## src/rtl/interrupt_pulse_ctrl.sv

```systemverilog
// ---------------------------------------------------------------------------
// interrupt_pulse_ctrl
//
// Multi-channel interrupt pulse generator. Rising edges on the REQ lines are
// latched into per-channel pending bits. Unmasked pending channels are
// arbitrated by fixed priority, where index 0 is the highest priority. Each
// serviced request produces one INTERRUPT pulse that is PULSE_W cycles wide.
// Pulses are separated by GAP_W forced-low cycles. INT_ID carries the index
// of the serviced channel.
//
// Ports
//   clk        system clock; all state updates on the rising edge
//   RST        asynchronous active-high reset
//   REQ        level request lines, one per channel
//   MASK       1 = channel may win arbitration (sampled only while idle)
//   CLR        synchronous clear of PENDING and OVERRUN
//   INTERRUPT  interrupt pulse to the CPU
//   INT_ID     index of the channel being / last serviced
//   BUSY       high while a pulse or its trailing gap is in progress
//   PENDING    latched, unserviced request edges
//   OVERRUN    sticky: an edge arrived while that channel was still pending
// ---------------------------------------------------------------------------
module interrupt_pulse_ctrl #(
    parameter int  NUM_CH  = 4,
    parameter int  PULSE_W = 6,
    parameter int  GAP_W   = 2,
    localparam int ID_W    = (NUM_CH > 1) ? $clog2(NUM_CH) : 1
) (
    input  logic              clk,
    input  logic              RST,
    input  logic [NUM_CH-1:0] REQ,
    input  logic [NUM_CH-1:0] MASK,
    input  logic              CLR,
    output logic              INTERRUPT,
    output logic [ID_W-1:0]   INT_ID,
    output logic              BUSY,
    output logic [NUM_CH-1:0] PENDING,
    output logic [NUM_CH-1:0] OVERRUN
);

    // One down-counter is shared by the pulse phase and the gap phase.
    // It is sized for the longer of the two phases.
    localparam int CNT_MAX = (PULSE_W > GAP_W) ? PULSE_W : GAP_W;
    localparam int CNT_W   = (CNT_MAX > 1) ? $clog2(CNT_MAX) : 1;
    localparam logic [CNT_W-1:0] PULSE_LOAD = CNT_W'(PULSE_W - 1);
    localparam logic [CNT_W-1:0] GAP_LOAD   = (GAP_W > 0) ? CNT_W'(GAP_W - 1) : '0;

    typedef enum logic [1:0] {
        IDLE  = 2'd0,
        PULSE = 2'd1,
        GAP   = 2'd2
    } state_t;

    state_t            state_reg;
    logic [CNT_W-1:0]  cnt_reg;
    logic              int_reg;
    logic              busy_reg;
    logic [ID_W-1:0]   id_reg;
    logic [NUM_CH-1:0] req_reg;
    logic [NUM_CH-1:0] pending_reg;
    logic [NUM_CH-1:0] pending_next;
    logic [NUM_CH-1:0] overrun_reg;
    logic [NUM_CH-1:0] overrun_next;

    logic [NUM_CH-1:0] rise;
    logic [NUM_CH-1:0] sel;
    logic [NUM_CH-1:0] grant;
    logic [NUM_CH-1:0] svc_clr;
    logic [ID_W-1:0]   sel_idx;
    logic              do_select;

    // Arbitration. sel & -sel isolates the lowest set bit, so grant is one-hot
    // on the highest-priority candidate.
    assign sel       = pending_reg & MASK;
    assign grant     = sel & (~sel + NUM_CH'(1));
    assign do_select = (state_reg == IDLE) && (|sel);
    assign svc_clr   = do_select ? grant : '0;

    always_comb begin
        sel_idx = '0;
        for (int i = NUM_CH - 1; i >= 0; i--) begin
            if (sel[i]) begin
                sel_idx = ID_W'(i);
            end
        end
    end

    // Per-channel edge detect and pending/overrun update.
    // Priority: CLR > new edge > service clear.
    generate
        for (genvar gi = 0; gi < NUM_CH; gi++) begin : g_ch
            assign rise[gi] = REQ[gi] & ~req_reg[gi];

            assign pending_next[gi] = CLR          ? 1'b0 :
                                      rise[gi]     ? 1'b1 :
                                      svc_clr[gi]  ? 1'b0 :
                                                     pending_reg[gi];

            // An edge that lands on a bit being serviced in this same cycle
            // simply re-pends the channel. It is not an overrun.
            assign overrun_next[gi] = CLR ? 1'b0 :
                                      (overrun_reg[gi] |
                                       (rise[gi] & pending_reg[gi] & ~svc_clr[gi]));
        end
    endgenerate

    always_ff @(posedge clk or posedge RST) begin
        if (RST) begin
            req_reg     <= '0;
            pending_reg <= '0;
            overrun_reg <= '0;
        end else begin
            req_reg     <= REQ;
            pending_reg <= pending_next;
            overrun_reg <= overrun_next;
        end
    end

    // Pulse sequencer. INTERRUPT and BUSY are registered alongside the state.
    // This keeps them glitch-free and exactly aligned with PULSE and GAP.
    always_ff @(posedge clk or posedge RST) begin
        if (RST) begin
            state_reg <= IDLE;
            cnt_reg   <= '0;
            int_reg   <= 1'b0;
            busy_reg  <= 1'b0;
            id_reg    <= '0;
        end else begin
            case (state_reg)
                IDLE: begin
                    if (do_select) begin
                        id_reg    <= sel_idx;
                        cnt_reg   <= PULSE_LOAD;
                        state_reg <= PULSE;
                        int_reg   <= 1'b1;
                        busy_reg  <= 1'b1;
                    end
                end
                PULSE: begin
                    if (cnt_reg == '0) begin
                        int_reg <= 1'b0;
                        cnt_reg <= GAP_LOAD;
                        if (GAP_W == 0) begin
                            state_reg <= IDLE;
                            busy_reg  <= 1'b0;
                        end else begin
                            state_reg <= GAP;
                        end
                    end else begin
                        cnt_reg <= cnt_reg - CNT_W'(1);
                    end
                end
                GAP: begin
                    if (cnt_reg == '0) begin
                        state_reg <= IDLE;
                        busy_reg  <= 1'b0;
                    end else begin
                        cnt_reg <= cnt_reg - CNT_W'(1);
                    end
                end
                default: begin
                    // Unused encoding: recover to IDLE with the output low.
                    state_reg <= IDLE;
                    cnt_reg   <= '0;
                    int_reg   <= 1'b0;
                    busy_reg  <= 1'b0;
                end
            endcase
        end
    end

    assign INTERRUPT = int_reg;
    assign INT_ID    = id_reg;
    assign BUSY      = busy_reg;
    assign PENDING   = pending_reg;
    assign OVERRUN   = overrun_reg;

endmodule

```

## config.mk

```make
export PLATFORM = sky130hd
export DESIGN_NAME = interrupt_pulse_ctrl
export DESIGN_NICKNAME = d
export VERILOG_FILES = /design/src/rtl/interrupt_pulse_ctrl.sv
export SDC_FILE = /design/constraint.sdc
export NUM_CORES = 1
export LEC_CHECK = 0
export ABC_AREA = 1
export CORE_MARGIN = 8
export CORE_UTILIZATION = 49
export CTS_BUF_LIST = sky130_fd_sc_hd__clkbuf_2 sky130_fd_sc_hd__clkbuf_4 sky130_fd_sc_hd__clkbuf_8
export CTS_CLUSTER_SIZE = 25
export DETAILED_ROUTE_END_ITERATION = 16
export DONT_BUFFER_PORTS = 1
export PLACE_DENSITY = 0.71
export SYNTH_ARGS = -nofsm -noshare
export SYNTH_HDL_FRONTEND = slang
export SYNTH_SLANG_ARGS = --single-unit
```

## constraint.sdc

```tcl
create_clock -name clk -period 1.8 [get_ports clk]
set_input_delay 0.36 -clock clk [delete_from_list [all_inputs] [get_ports clk]]
set_output_delay 0.36 -clock clk [all_outputs]
set_load 0.05 [all_outputs]
```

Word-level counts from Yosys, hierarchy flattened
Cells that the tools add are included.

storage, ports and cells
  output and inout bits = 12
  bits of input ports = 11
  bits in registers = 21
  logic and storage cells = 94

cells by class
  bitwise operators = 29
  equal/unequal tests = 6
  reductions and logical operators = 13
  $add $sub $neg = 2
  mux-type cells = 33

operator list
  cell                                                 number
  two-way mux 1 bit                                    18
  two-way mux 2 bit                                    7
  AND 1 bit                                            12
  nonzero test 3 bit                                   4
  NOT 1 bit                                            10
  two-way mux 3 bit                                    3
  one-hot mux 3 bit (3 select lines)                   1
  AND reduction 3 bit                                  3
  AND 4 bit                                            2
  != test 2 bit, second input constant                 4
  one-hot mux 1 bit (3 select lines)                   2
  one-hot mux 2 bit (3 select lines)                   1
  adder 4 x 1 -> 4 bit, second input constant          1
  two-way mux 4 bit                                    1
  NOT 4 bit                                            1
  bitwise OR 1 bit                                     4
  AND reduction 2 bit                                  2
  OR reduction 4 bit                                   1
  logical NOT 3 bit                                    1
  subtractor 3 x 1 -> 3 bit, second input constant     1
  equality test 2 x 1 -> 1 bit, second input constant  1
  equality test 2 bit, second input constant           1
  logical NOT 2 bit                                    1
  logical AND 1 bit                                    1

Logic depth before layout (Yosys ltp)
  depth after elaboration = 9
  gate-level depth with buffers = 9
  gate-level depth less buffers = 9

Worst setup path before layout
OpenSTA, ideal clock, no wires.

  path kind = reg2reg
  from = register pending_reg[0] (netlist: PENDING[0])
  to = register cnt_reg[0]
  slack = 0.453 ns
  period minus slack after synthesis = 1.347 ns
  data required time = 1.684 ns
  arrival time = 1.230 ns
  setup time = 0.116 ns
  buffers on the path = 0
  cell stages (with the launch flop) = 8
  cell sequence = dfrtp_1 > nand2_1 > nand3_1 > inv_1 > nand2_1 > nand2_1 > nand2_1 > nand2_1

on the way
  cells in the longest elaborated chain, start to end = 5

RTL lines
  item                           line  source
  start, declared                60    logic [NUM_CH-1:0] pending_reg;
  start signal, assigned         114   pending_reg <= pending_next;
  AND 4 bit                      74    assign sel = pending_reg & MASK;
  OR reduction 4 bit             76    assign do_select = (state_reg == IDLE) && (|sel);
  logical AND 1 bit              76
  != test 2 bit (no line)        n/a
  AND reduction 2 bit (no line)  n/a
  end signal, assigned           150   cnt_reg <= cnt_reg - CNT_W'(1);
  end signal, assigned           158   cnt_reg <= cnt_reg - CNT_W'(1);
  end, declared                  55    logic [CNT_W-1:0] cnt_reg;

Every way passes these cells.
A chain may end at the register's enable or synchronous reset.

Worst setup path after layout
  from = register cnt_reg[0]
  to = register int_reg (netlist: INTERRUPT)

on the way
  cells in the longest elaborated chain, start to end = 3

RTL lines
  item                           line  source
  logical NOT 3 bit              140   if (cnt_reg == '0) begin
  != test 2 bit (no line)        n/a
  AND reduction 3 bit (no line)  n/a
  end signal, assigned           135   int_reg <= 1'b1;
  end signal, assigned           141   int_reg <= 1'b0;
  end signal, assigned           165   int_reg <= 1'b0;
  end, declared                  56    logic int_reg;

Every way passes these cells.

==> flow_summary.yaml <==
run_status:
  status: "complete, no violations"
worst_hold_path:
  hold_path_end: "req_reg[3]"
  hp-start: "REQ[3]"
  min_delay_path_depth: 0
  holdCritPathClass: "in -> reg"
route:
  wire_per_inst_microns: 12.2
  viasPerCell: 4.97
  detail-route-antenna-nets: 0
  num_vias: 810
  drc: 0
  dr.pass1.iters: 4
  wirelength_microns: 2000
  drt_iter0_drc: 22
logic_synthesis:
  yosys_warnings: 0
  ys_ff_latch: 21
  synth_cells: 127
  yosysUniqueCellTypes: 18
  avgSynthCellArea_sq_um: 7.90
  yosysSeqAreaShare: 0.524
  syn_nets: 140
  synth_area_sq_um: 1000
timing:
  setup_violations: 0
  slew_violations: 0
  tns_ns: 0
  fin_crit_ns: 1.33
  max_clock_freq_ghz: 0.750
  finalCritPeriodShare: 0.741
  layout_setup_ws_ns: 0.467
  tightest_slew_ns: 0.488
  maxSlewHeadroom: 0.675
  skew_ns: 0.00545
  rsz0062_at_grt: "no"
  hold_violations: 0
place:
  place_ws_ns: 0.493
  place.gp.congestion: 0.894
  dp_cells: 158
  hpwl_microns: 1620
  port_buffers: 0
die:
  dieArea_sq_um: 3750
  coreArea_sq_um: 1940
  dieWidth_microns: 61.3
  initial_core_util: 0.517
  dieHeight_microns: 61.3
  pin_count: 23
  row_count: 16
clock_tree:
  cts_sinks: 21
  cts_tree: "done"
  ctsLongestPathBuffers: 2
  htree_levels: 1
  cts_root_buf: "clkbuf_4"
  clkSlewWorstSetupHoldPaths_ns: 0.11
  cts_buffers: 3
  clk_latency_ns: 0.30
worst_setup_path:
  rr_startpoint: "cnt_reg[0]"
  crit_path_max_fanout: 4
  r2r_cells: 7
  worst_setup_path_start_kind: "flip-flop"
  reg2reg_slack_ns: 0.47
  path_class: "reg -> reg"
  required_ns: 1.99
  endpoint_kind: "flip-flop"
  critPathArrivalTime_ns: 1.53
  reg2reg_to: "INTERRUPT"
global_routing:
  grt_use_total: 0.126
  antenna_found_initial: 0
  grt_overflow_total: 0
  grt_max_degree: 17
  grt_pass1_wl_microns: 3470
  grt_pass1_vias: 814
final_layout:
  area_growth_pct: 10.7
  utilization: 0.572
  final_cells: 163
  nets: 150
  drive_above_1_share: 0.110
  n_antenna_cell: 0
power:
  p_per_area_nw_per_um2: 1520
  power.total_uw: 1690
  ir_drop_uv: 789
  p_leak_uw: 0.000596
job:
  maxCapViolCount: 0
## final cells by class
class | count | area, sq um
Fill cell | 199 | 831
Sequential cell | 21 | 526
Multi-Input combinational cell | 82 | 388
Inverter | 23 | 86.3
Timing Repair Buffer | 6 | 47.5
Tap cell | 27 | 33.8
Clock buffer | 4 | 30.0
## worst max-delay path, stage by stage (launching register included)
cell     delay [ns]
dfrtp_1        0.39
inv_1          0.13
ha_1           0.19
nand2_1        0.10
nand2_2        0.10
nand2_1        0.07
o21ai_0        0.17
nand2_1        0.06
## worst max path at each step
stage | endpoint | cells after the start | start | slack (ns)
floorplan | cnt_reg[0] | 7 | PENDING[0] | 0.45
global placement | INTERRUPT | 7 | cnt_reg[0] | 0.52
detailed placement | INTERRUPT | 7 | cnt_reg[0] | 0.49
CTS | INT_ID[1] | 0 | INT_ID[1] | 0.46
global route | INTERRUPT | 7 | cnt_reg[0] | 0.33
finish | INTERRUPT | 7 | cnt_reg[0] | 0.47
## layer usage
| metal | track usage | wire (microns) |
|---|---|---|
| met5 | 0 | 0 |
| met4 | 0.0664 | 40 |
| met3 | 0.0438 | 150 |
| met2 | 0.215 | 955 |
| met1 | 0.132 | 848 |
## power breakdown
| part | switching, uW | leakage (uW) | internal, uW |
|---|---|---|---|
| Sequential | 254 | 0.000267 | 581 |
| Clock | 136 | 0.0000184 | 102 |
| Combinational | 404 | 0.000311 | 210 |
| Total | 793 | 0.000596 | 892 |
## metrics by stage
stage / hold slack, ns / instance area, sq um
4_1_cts: 0.0692 / 1110
3_3_place_gp: 0.174 / 1070
3_5_place_dp: 0.177 / 1070
6_report: 0.0701 / 1110
5_1_grt: 0.0572 / 1110
2_1_floorplan: 0.337 / 1000
## cells by family (layout without fill, tap and decap cells)
logic type,count (synthesis),in the layout,synth area share
AO/OA/AOI/OAI,19,19,0.104
XOR/XNOR,1,1,0.00873
adder cells (fa/ha/maj),2,2,0.0249
buffers and inverters,24,33,0.0898
flip-flops,21,21,0.524
AND/OR/NAND/NOR,60,60,0.249
## cells in the mapped netlist
cell type / instances / area (sq um)
o21ai_0: 6 / 30.0
ha_1: 2 / 25.0
nand2_1: 33 / 124
inv_1: 22 / 82.6
xor2_1: 1 / 8.76
o21bai_1: 1 / 7.51
inv_2: 1 / 3.75
o22ai_1: 1 / 6.26
nand2_2: 2 / 12.5
nor2_1: 15 / 56.3
a21oi_1: 9 / 45.0
o21ai_2: 1 / 8.76
a31oi_1: 1 / 6.26
nor2_2: 1 / 6.26
dfrtp_1: 21 / 526
nand3_1: 8 / 40.0
clkbuf_1: 1 / 3.75
nor2_4: 1 / 11.3
## layout by cell type (no fill, tap or decap), drive strengths merged, types with 2 or more instances in the layout
cell / Yosys / layout
nor2: 17 / 17
a21oi: 9 / 9
ha: 2 / 2
clkbuf: 1 / 4
nand2: 35 / 35
inv: 23 / 23
dfrtp: 21 / 21
o21ai: 7 / 7
buf: 0 / 5
nand3: 8 / 8
## timing repair
| item | CTS | global route |
|---|---|---|
| hold endpoints to repair | 5 | 0 |
| setup buffers | 0 | 0 |
| hold buffers | 1 | 0 |
| resized for setup | 0 | 0 |
Power figures use the tool's default switching activity.
